**src/rtl/spi_reg_pkg.sv**
```systemverilog
// Address map and defaults for the SPI-facing register bank.
// Host-side test software headers mirror these constants.
package spi_reg_pkg;

  localparam logic [15:0] ADDR_ID       = 16'h0000;
  localparam logic [15:0] ADDR_SCRATCH  = 16'h0001;
  localparam logic [15:0] ADDR_INT_PEND = 16'h0002;
  localparam logic [15:0] ADDR_INT_MASK = 16'h0003;
  localparam logic [15:0] ADDR_STATUS   = 16'h0004;
  localparam logic [15:0] ADDR_WR_CNT   = 16'h0005;
  localparam logic [15:0] ADDR_ERR_CNT  = 16'h0006;
  localparam logic [15:0] CTRL_BASE     = 16'h0010;

  localparam logic [15:0] DEF_ID_VALUE  = 16'h4A45;

  // Classification of the write strobe in a given cycle
  typedef enum logic [1:0] {
    WR_NONE,
    WR_ACCEPT,
    WR_REJECT
  } wr_kind_e;

  // Writable targets are SCRATCH, INT_PEND, INT_MASK and the control array;
  // everything else (RO or unmapped) is rejected and counted as an error.
  function automatic wr_kind_e wr_classify(input logic        en,
                                           input logic [15:0] addr,
                                           input int unsigned num_ctrl);
    logic [15:0] off;
    off = addr - CTRL_BASE;
    if (!en)
      return WR_NONE;
    if (addr == ADDR_SCRATCH || addr == ADDR_INT_PEND || addr == ADDR_INT_MASK)
      return WR_ACCEPT;
    if (addr >= CTRL_BASE && off < 16'(num_ctrl))
      return WR_ACCEPT;
    return WR_REJECT;
  endfunction

endpackage

```
**src/rtl/spi_reg_irq.sv**
```systemverilog
// Interrupt pending/mask registers with a registered level interrupt output.
module spi_reg_irq
  import spi_reg_pkg::*;
(
  input  logic        clk_i,
  input  logic        reset_i,
  input  logic [15:0] evt_i,
  input  logic [15:0] clr_i,
  input  logic        mask_we_i,
  input  logic [15:0] mask_i,
  output logic [15:0] pend_o,
  output logic [15:0] mask_o,
  output logic        irq_o
);

  logic [15:0] pend_q, pend_d;
  logic [15:0] mask_q, mask_d;
  logic        irq_q, irq_d;

  // Next state: a same-cycle event beats a W1C clear on the same bit
  always_comb begin
    pend_d = (pend_q & ~clr_i) | evt_i;
    mask_d = mask_we_i ? mask_i : mask_q;
    irq_d  = |(pend_q & mask_q);
  end

  // State registers, synchronous reset
  always_ff @(posedge clk_i) begin
    if (reset_i) begin
      pend_q <= '0;
      mask_q <= '0;
      irq_q  <= 1'b0;
    end else begin
      pend_q <= pend_d;
      mask_q <= mask_d;
      irq_q  <= irq_d;
    end
  end

  assign pend_o = pend_q;
  assign mask_o = mask_q;
  assign irq_o  = irq_q;

endmodule

```
**src/rtl/spi_reg_bank.sv**
```systemverilog
// Register bank behind the SPI slave frame decoder: ID, scratch, interrupt,
// status, write/error counters and a parameterised control register array.
module spi_reg_bank
  import spi_reg_pkg::*;
#(
  parameter int unsigned NUM_CTRL = 16,
  parameter logic [15:0] ID_VALUE = DEF_ID_VALUE,
  parameter logic [15:0] CTRL_RST = 16'h0000
) (
  input  logic                     clk_i,
  input  logic                     reset_i,
  input  logic                     set_wr_en,
  input  logic [15:0]              set_wr_addr,
  input  logic [15:0]              set_wr_data,
  input  logic                     set_rd_en,
  input  logic [15:0]              set_rd_addr,
  output logic [15:0]              set_rd_data,
  input  logic [15:0]              evt_i,
  input  logic [15:0]              sts_i,
  output logic [16*NUM_CTRL-1:0]   ctrl_o,
  output logic [NUM_CTRL-1:0]      ctrl_upd_o,
  output logic                     fpga_int_out
);

  logic [15:0]         scratch_q, scratch_d;
  logic [15:0]         status_q;
  logic [15:0]         wr_cnt_q, wr_cnt_d;
  logic [15:0]         err_cnt_q, err_cnt_d;
  logic [15:0]         rd_data_q, rd_data_d;
  logic [15:0]         ctrl_q [NUM_CTRL];
  logic [15:0]         ctrl_d [NUM_CTRL];
  logic [NUM_CTRL-1:0] upd_q, upd_d;

  logic [15:0] pend_clr;
  logic        mask_we;
  logic [15:0] int_pend, int_mask;
  logic        irq;
  wr_kind_e    wr_kind;
  logic [15:0] wr_off, rd_off;

  // Reads are purely address-driven; the decoder keeps this strobe low
  logic unused_rd_en;
  assign unused_rd_en = set_rd_en;

  assign wr_kind = wr_classify(set_wr_en, set_wr_addr, NUM_CTRL);
  assign wr_off  = set_wr_addr - CTRL_BASE;
  assign rd_off  = set_rd_addr - CTRL_BASE;

  spi_reg_irq u_irq (
    .clk_i     (clk_i),
    .reset_i   (reset_i),
    .evt_i     (evt_i),
    .clr_i     (pend_clr),
    .mask_we_i (mask_we),
    .mask_i    (set_wr_data),
    .pend_o    (int_pend),
    .mask_o    (int_mask),
    .irq_o     (irq)
  );

  // Write decode, counter next state and control array updates
  always_comb begin
    scratch_d = scratch_q;
    wr_cnt_d  = wr_cnt_q;
    err_cnt_d = err_cnt_q;
    ctrl_d    = ctrl_q;
    upd_d     = '0;
    pend_clr  = '0;
    mask_we   = 1'b0;
    if (wr_kind == WR_ACCEPT)
      wr_cnt_d = wr_cnt_q + 16'd1;
    if (wr_kind == WR_REJECT && err_cnt_q != '1)
      err_cnt_d = err_cnt_q + 16'd1;
    if (set_wr_en) begin
      if (set_wr_addr == ADDR_SCRATCH)  scratch_d = set_wr_data;
      if (set_wr_addr == ADDR_INT_PEND) pend_clr  = set_wr_data;
      if (set_wr_addr == ADDR_INT_MASK) mask_we   = 1'b1;
      for (int unsigned k = 0; k < NUM_CTRL; k++) begin
        if (set_wr_addr >= CTRL_BASE && wr_off == 16'(k)) begin
          ctrl_d[k] = set_wr_data;
          upd_d[k]  = 1'b1;
        end
      end
    end
  end

  // Read mux over current register values, so a same-cycle write reads old
  always_comb begin
    rd_data_d = '0;
    case (set_rd_addr)
      ADDR_ID:       rd_data_d = ID_VALUE;
      ADDR_SCRATCH:  rd_data_d = scratch_q;
      ADDR_INT_PEND: rd_data_d = int_pend;
      ADDR_INT_MASK: rd_data_d = int_mask;
      ADDR_STATUS:   rd_data_d = status_q;
      ADDR_WR_CNT:   rd_data_d = wr_cnt_q;
      ADDR_ERR_CNT:  rd_data_d = err_cnt_q;
      default: begin
        for (int unsigned k = 0; k < NUM_CTRL; k++) begin
          if (set_rd_addr >= CTRL_BASE && rd_off == 16'(k))
            rd_data_d = ctrl_q[k];
        end
      end
    endcase
  end

  // Register state; reset wins over any same-cycle write strobe
  always_ff @(posedge clk_i) begin
    if (reset_i) begin
      scratch_q <= '0;
      status_q  <= '0;
      wr_cnt_q  <= '0;
      err_cnt_q <= '0;
      rd_data_q <= '0;
      upd_q     <= '0;
      for (int unsigned k = 0; k < NUM_CTRL; k++)
        ctrl_q[k] <= CTRL_RST;
    end else begin
      scratch_q <= scratch_d;
      status_q  <= sts_i;
      wr_cnt_q  <= wr_cnt_d;
      err_cnt_q <= err_cnt_d;
      rd_data_q <= rd_data_d;
      upd_q     <= upd_d;
      ctrl_q    <= ctrl_d;
    end
  end

  // Flatten the control array onto the output bus
  always_comb begin
    ctrl_o = '0;
    for (int unsigned k = 0; k < NUM_CTRL; k++)
      ctrl_o[16*k +: 16] = ctrl_q[k];
  end

  assign set_rd_data  = rd_data_q;
  assign ctrl_upd_o   = upd_q;
  assign fpga_int_out = irq;

endmodule

```
**config.mk**
```make
export PLATFORM = sky130hd
export DESIGN_NAME = spi_reg_bank
export DESIGN_NICKNAME = d
export VERILOG_FILES = /design/src/rtl/spi_reg_pkg.sv /design/src/rtl/spi_reg_irq.sv /design/src/rtl/spi_reg_bank.sv
export SDC_FILE = /design/constraint.sdc
export NUM_CORES = 1
export LEC_CHECK = 0
export ABC_AREA = 1
export BUFFER_PORTS_ARGS = -buffer_cell sky130_fd_sc_hd__buf_4
export CAP_MARGIN = 20
export CORE_ASPECT_RATIO = 1.75
export CORE_MARGIN = 1.5
export CORE_UTILIZATION = 55
export DETAILED_ROUTE_END_ITERATION = 10
export PLACE_DENSITY = 0.91
export SETUP_SLACK_MARGIN = 0.05
export SLEW_MARGIN = 20
export SYNTH_ARGS = -nofsm -noshare
export SYNTH_HDL_FRONTEND = slang
export SYNTH_SLANG_ARGS = --single-unit
```
**constraint.sdc**
```tcl
create_clock -name clk_i -period 3.9 [get_ports clk_i]
set_input_delay 0.39 -clock clk_i [delete_from_list [all_inputs] [get_ports clk_i]]
set_output_delay 0.39 -clock clk_i [all_outputs]
set_load 0.005 [all_outputs]
```
==> results.py <==
metrics = {
    "routing": {
        "num_vias": 18000,
        "ant_nets": 0,
        "wirelength_um": 64400,
        "drtIter0Drc": 2184,
        "wl_per_cell_um": 21.6,
        "route.detailed.drc": 0,
        "drtPass1Iterations": 6,
        "viasPerCell": 6.02,
    },
    "synth": {
        "avgSynthCellArea_um2": 7.38,
        "postSynthCellCount": 2272,
        "yosysSeqAreaShare_pct": 46.0,
        "syn-num-nets": 2358,
        "synth_cell_types": 48,
        "ys_ff_latch": 385,
        "syn-cell-area_um2": 16800,
        "ys_warn_count": 0,
    },
    "final_layout": {
        "multi_input_area_um2": 7410,
        "n_antenna_cell": 0,
        "final_cell_mix": "buf_4, dfxtp_1, nand2_1, inv_1, a21oi_1",
        "drive_above_1_share_pct": 20.5,
        "fillerInstances": 2437,
        "register_area_um2": 7710,
        "mostFrequentLayoutCell": "buf_4",
        "final_nets": 2667,
        "final_cell_area_um2": 20900,
        "final_util_pct": 69.6,
        "syn_to_final_growth_pct": 24.9,
    },
    "placement": {
        "place.gp.congestion": 1.01,
        "placed_area_um2": 19800,
        "dp_hpwl_um": 46800,
        "portBuffers": 371,
    },
    "pwr": {
        "max-vdd-ir-drop_uv": 391,
        "p_leak_nw": 8.91,
        "power_density_nw_per_um2": 371,
    },
    "flow_run": {
        "drv_cap": 0,
    },
    "outcome": {
        "outcome": "finished, final reports clean",
    },
    "timing": {
        "drv_slew": 0,
        "fin_crit_ps": 3070,
        "worst_pin_slew_ps": 1000,
        "finalHoldViolCount": 0,
        "fin_setup_tns_ps": 0,
        "rsz0062_at_grt": "false",
        "setup_viol": 0,
        "finalCritPeriodShare_pct": 78.8,
        "maxSlewHeadroom_pct": 32.4,
        "timing.fmax_mhz": 325,
        "clock_skew_ps": 18.4,
    },
    "cts": {
        "cts_root_buffer": "clkbuf_16",
        "cts.sinks": 385,
        "cts_buffers": 35,
        "ctsHoldBuffers": 0,
        "tritoncts": "done",
        "clk_latency_ps": 540,
        "path_clk_slew_ps": 70,
        "htree_levels": 2,
        "post_cts_buffers": 0,
        "cts_resized": 0,
        "cts_buffer_depth": 3,
    },
    "worst_setup_path": {
        "crit_path_start_kind": "input port",
        "reg2reg_from": "err_cnt_q[0]$_SDFFE_PP0P_",
        "endpoint_kind": "register",
        "crit_type": "input port to register",
        "cp.arrival_ps": 3470,
        "worstPathMaxFanout": 15,
        "worst_ep_required_time_ps": 4300,
        "startpoint": "set_rd_addr[5]",
    },
    "die": {
        "io_pins": 373,
        "die_area_um2": 31600,
        "rows": 84,
        "die_height_um": 234,
        "core_area_um2": 30100,
        "initial_utilization_pct": 55.8,
        "fp.dieW_um": 135,
    },
    "hold_path": {
        "min_from": "sts_i[15]",
        "holdCritPathClass": "input port to register",
    },
    "global_routing": {
        "grt_pass1_vias": 16600,
        "overflow": 0,
        "grt_max_degree": 102,
        "antenna_found_initial": 1,
        "grtUsageTotal_pct": 39.7,
        "grt_pass1_wl_um": 95100,
    },
}
[power by group]
| group | internal [W] | total [W] | switching [W] |
|---|---|---|---|
| sequential | 0.00395 | 0.00397 | 0.0000158 |
| combinational | 0.0000882 | 0.000334 | 0.000246 |
| clock | 0.00194 | 0.00347 | 0.00153 |
[final cells by class]
cell class,instances,area share [%]
inverters,296,5.31
clock inverters,12,0.562
flip-flops and latches,385,36.8
clock buffers,46,4.78
well taps,387,2.31
multi-input cells,1451,35.4
repair buffers,412,14.8
[per-layer routing]
metal  share of wire [%]  track usage, %
met1                  34            45.5
met2                  46            64.5
met3                  10            7.87
met4                 9.5            31.4
met5               0.020               0
[sequential cells by signal (all words and copies together), names as in the netlist, 16 cells and up]
signal,count
wr_cnt_q,16
u_irq.mask_o,16
status_q,16
u_irq.pend_o,16
ctrl_o,256
ctrl_upd_o,16
scratch_q,16
err_cnt_q,16
set_rd_data,16
[through the flow]
step / worst slack, ps / instances / power (W) / hold WS, ps
finish: 826 / 2989 / 0.00777 / 50.5
global placement: 517 / 2931 / 0.00437 / 459
CTS: 989 / 2989 / 0.00776 / 46.5
floorplan: 1530 / 2272 / 0.00420 / 433
global route: 597 / 2989 / 0.00792 / 60.6
detailed placement: 466 / 2931 / 0.00437 / 465
[worst paths after layout]
check                           slack, ps                          to  depth (start not counted)
worst max-delay path                  830   set_rd_data[5]$_SDFF_PP0_                         25
worst min-delay path                   50     status_q[15]$_SDFF_PP0_                          3
worst max register to register       1260  err_cnt_q[15]$_SDFFE_PP0P_                         17
worst min register to register        480    ctrl_o[135]$_SDFFE_PP0P_                          2
[Yosys cell counts (all sizes together)]
cell       n  area [µm²]
o2111ai    9        78.8
a2111oi    1        8.76
or2       13        81.3
a41oi      1        8.76
a221oi    15         131
nand4     36         225
o21ai    235        1180
and3       4        25.0
ha         2        25.0
o211ai     6        45.0
nor2     259        1050
o41ai      1        8.76
nor3      38         228
inv      290        1090
clkbuf   122         458
o21a       1        7.51
nor4      20         156
nand2    344        1310
o221ai     4        35.0
clkinv     6        22.5
a22o       1        8.76
and2       1        6.26
o31ai      5        37.5
nand3b     2        15.0
dfxtp    385        7710
a22oi     22         165
buf       18         106
nand3     47         270
o22ai      5        31.3
a21oi    246        1240
nor3b      4        30.0
a211oi   129         968
[logic make-up after synthesis]
family | count (synthesis) | share of synthesized area, %
AND/OR/NAND/NOR | 768 | 20.3
AO/OA/AOI/OAI | 681 | 23.6
buffers and inverters | 436 | 10.0
flip-flops | 385 | 46.0
adder cells (fa/ha/maj) | 2 | 0.149
[critical path: stages]
cell and delay (ps):
buf_4 120, nor2_1 150, nand3b_1 140, nand3_4 300
nor2_4 50, nand2_1 330, clkinv_1 410, a21oi_1 230
nand2_1 80, nand2_1 60, nand2_1 50, nand2_1 90
nand2_1 80, nand2_1 70, nand2_1 140, nand2_1 120
nand2_1 50, nand2_1 90, nand2_1 50, nand2_1 90
nand2_1 60, nand2_1 90, nand2_1 70, nand2_1 80
a21oi_2 50
(Power assumes the default switching activity.)
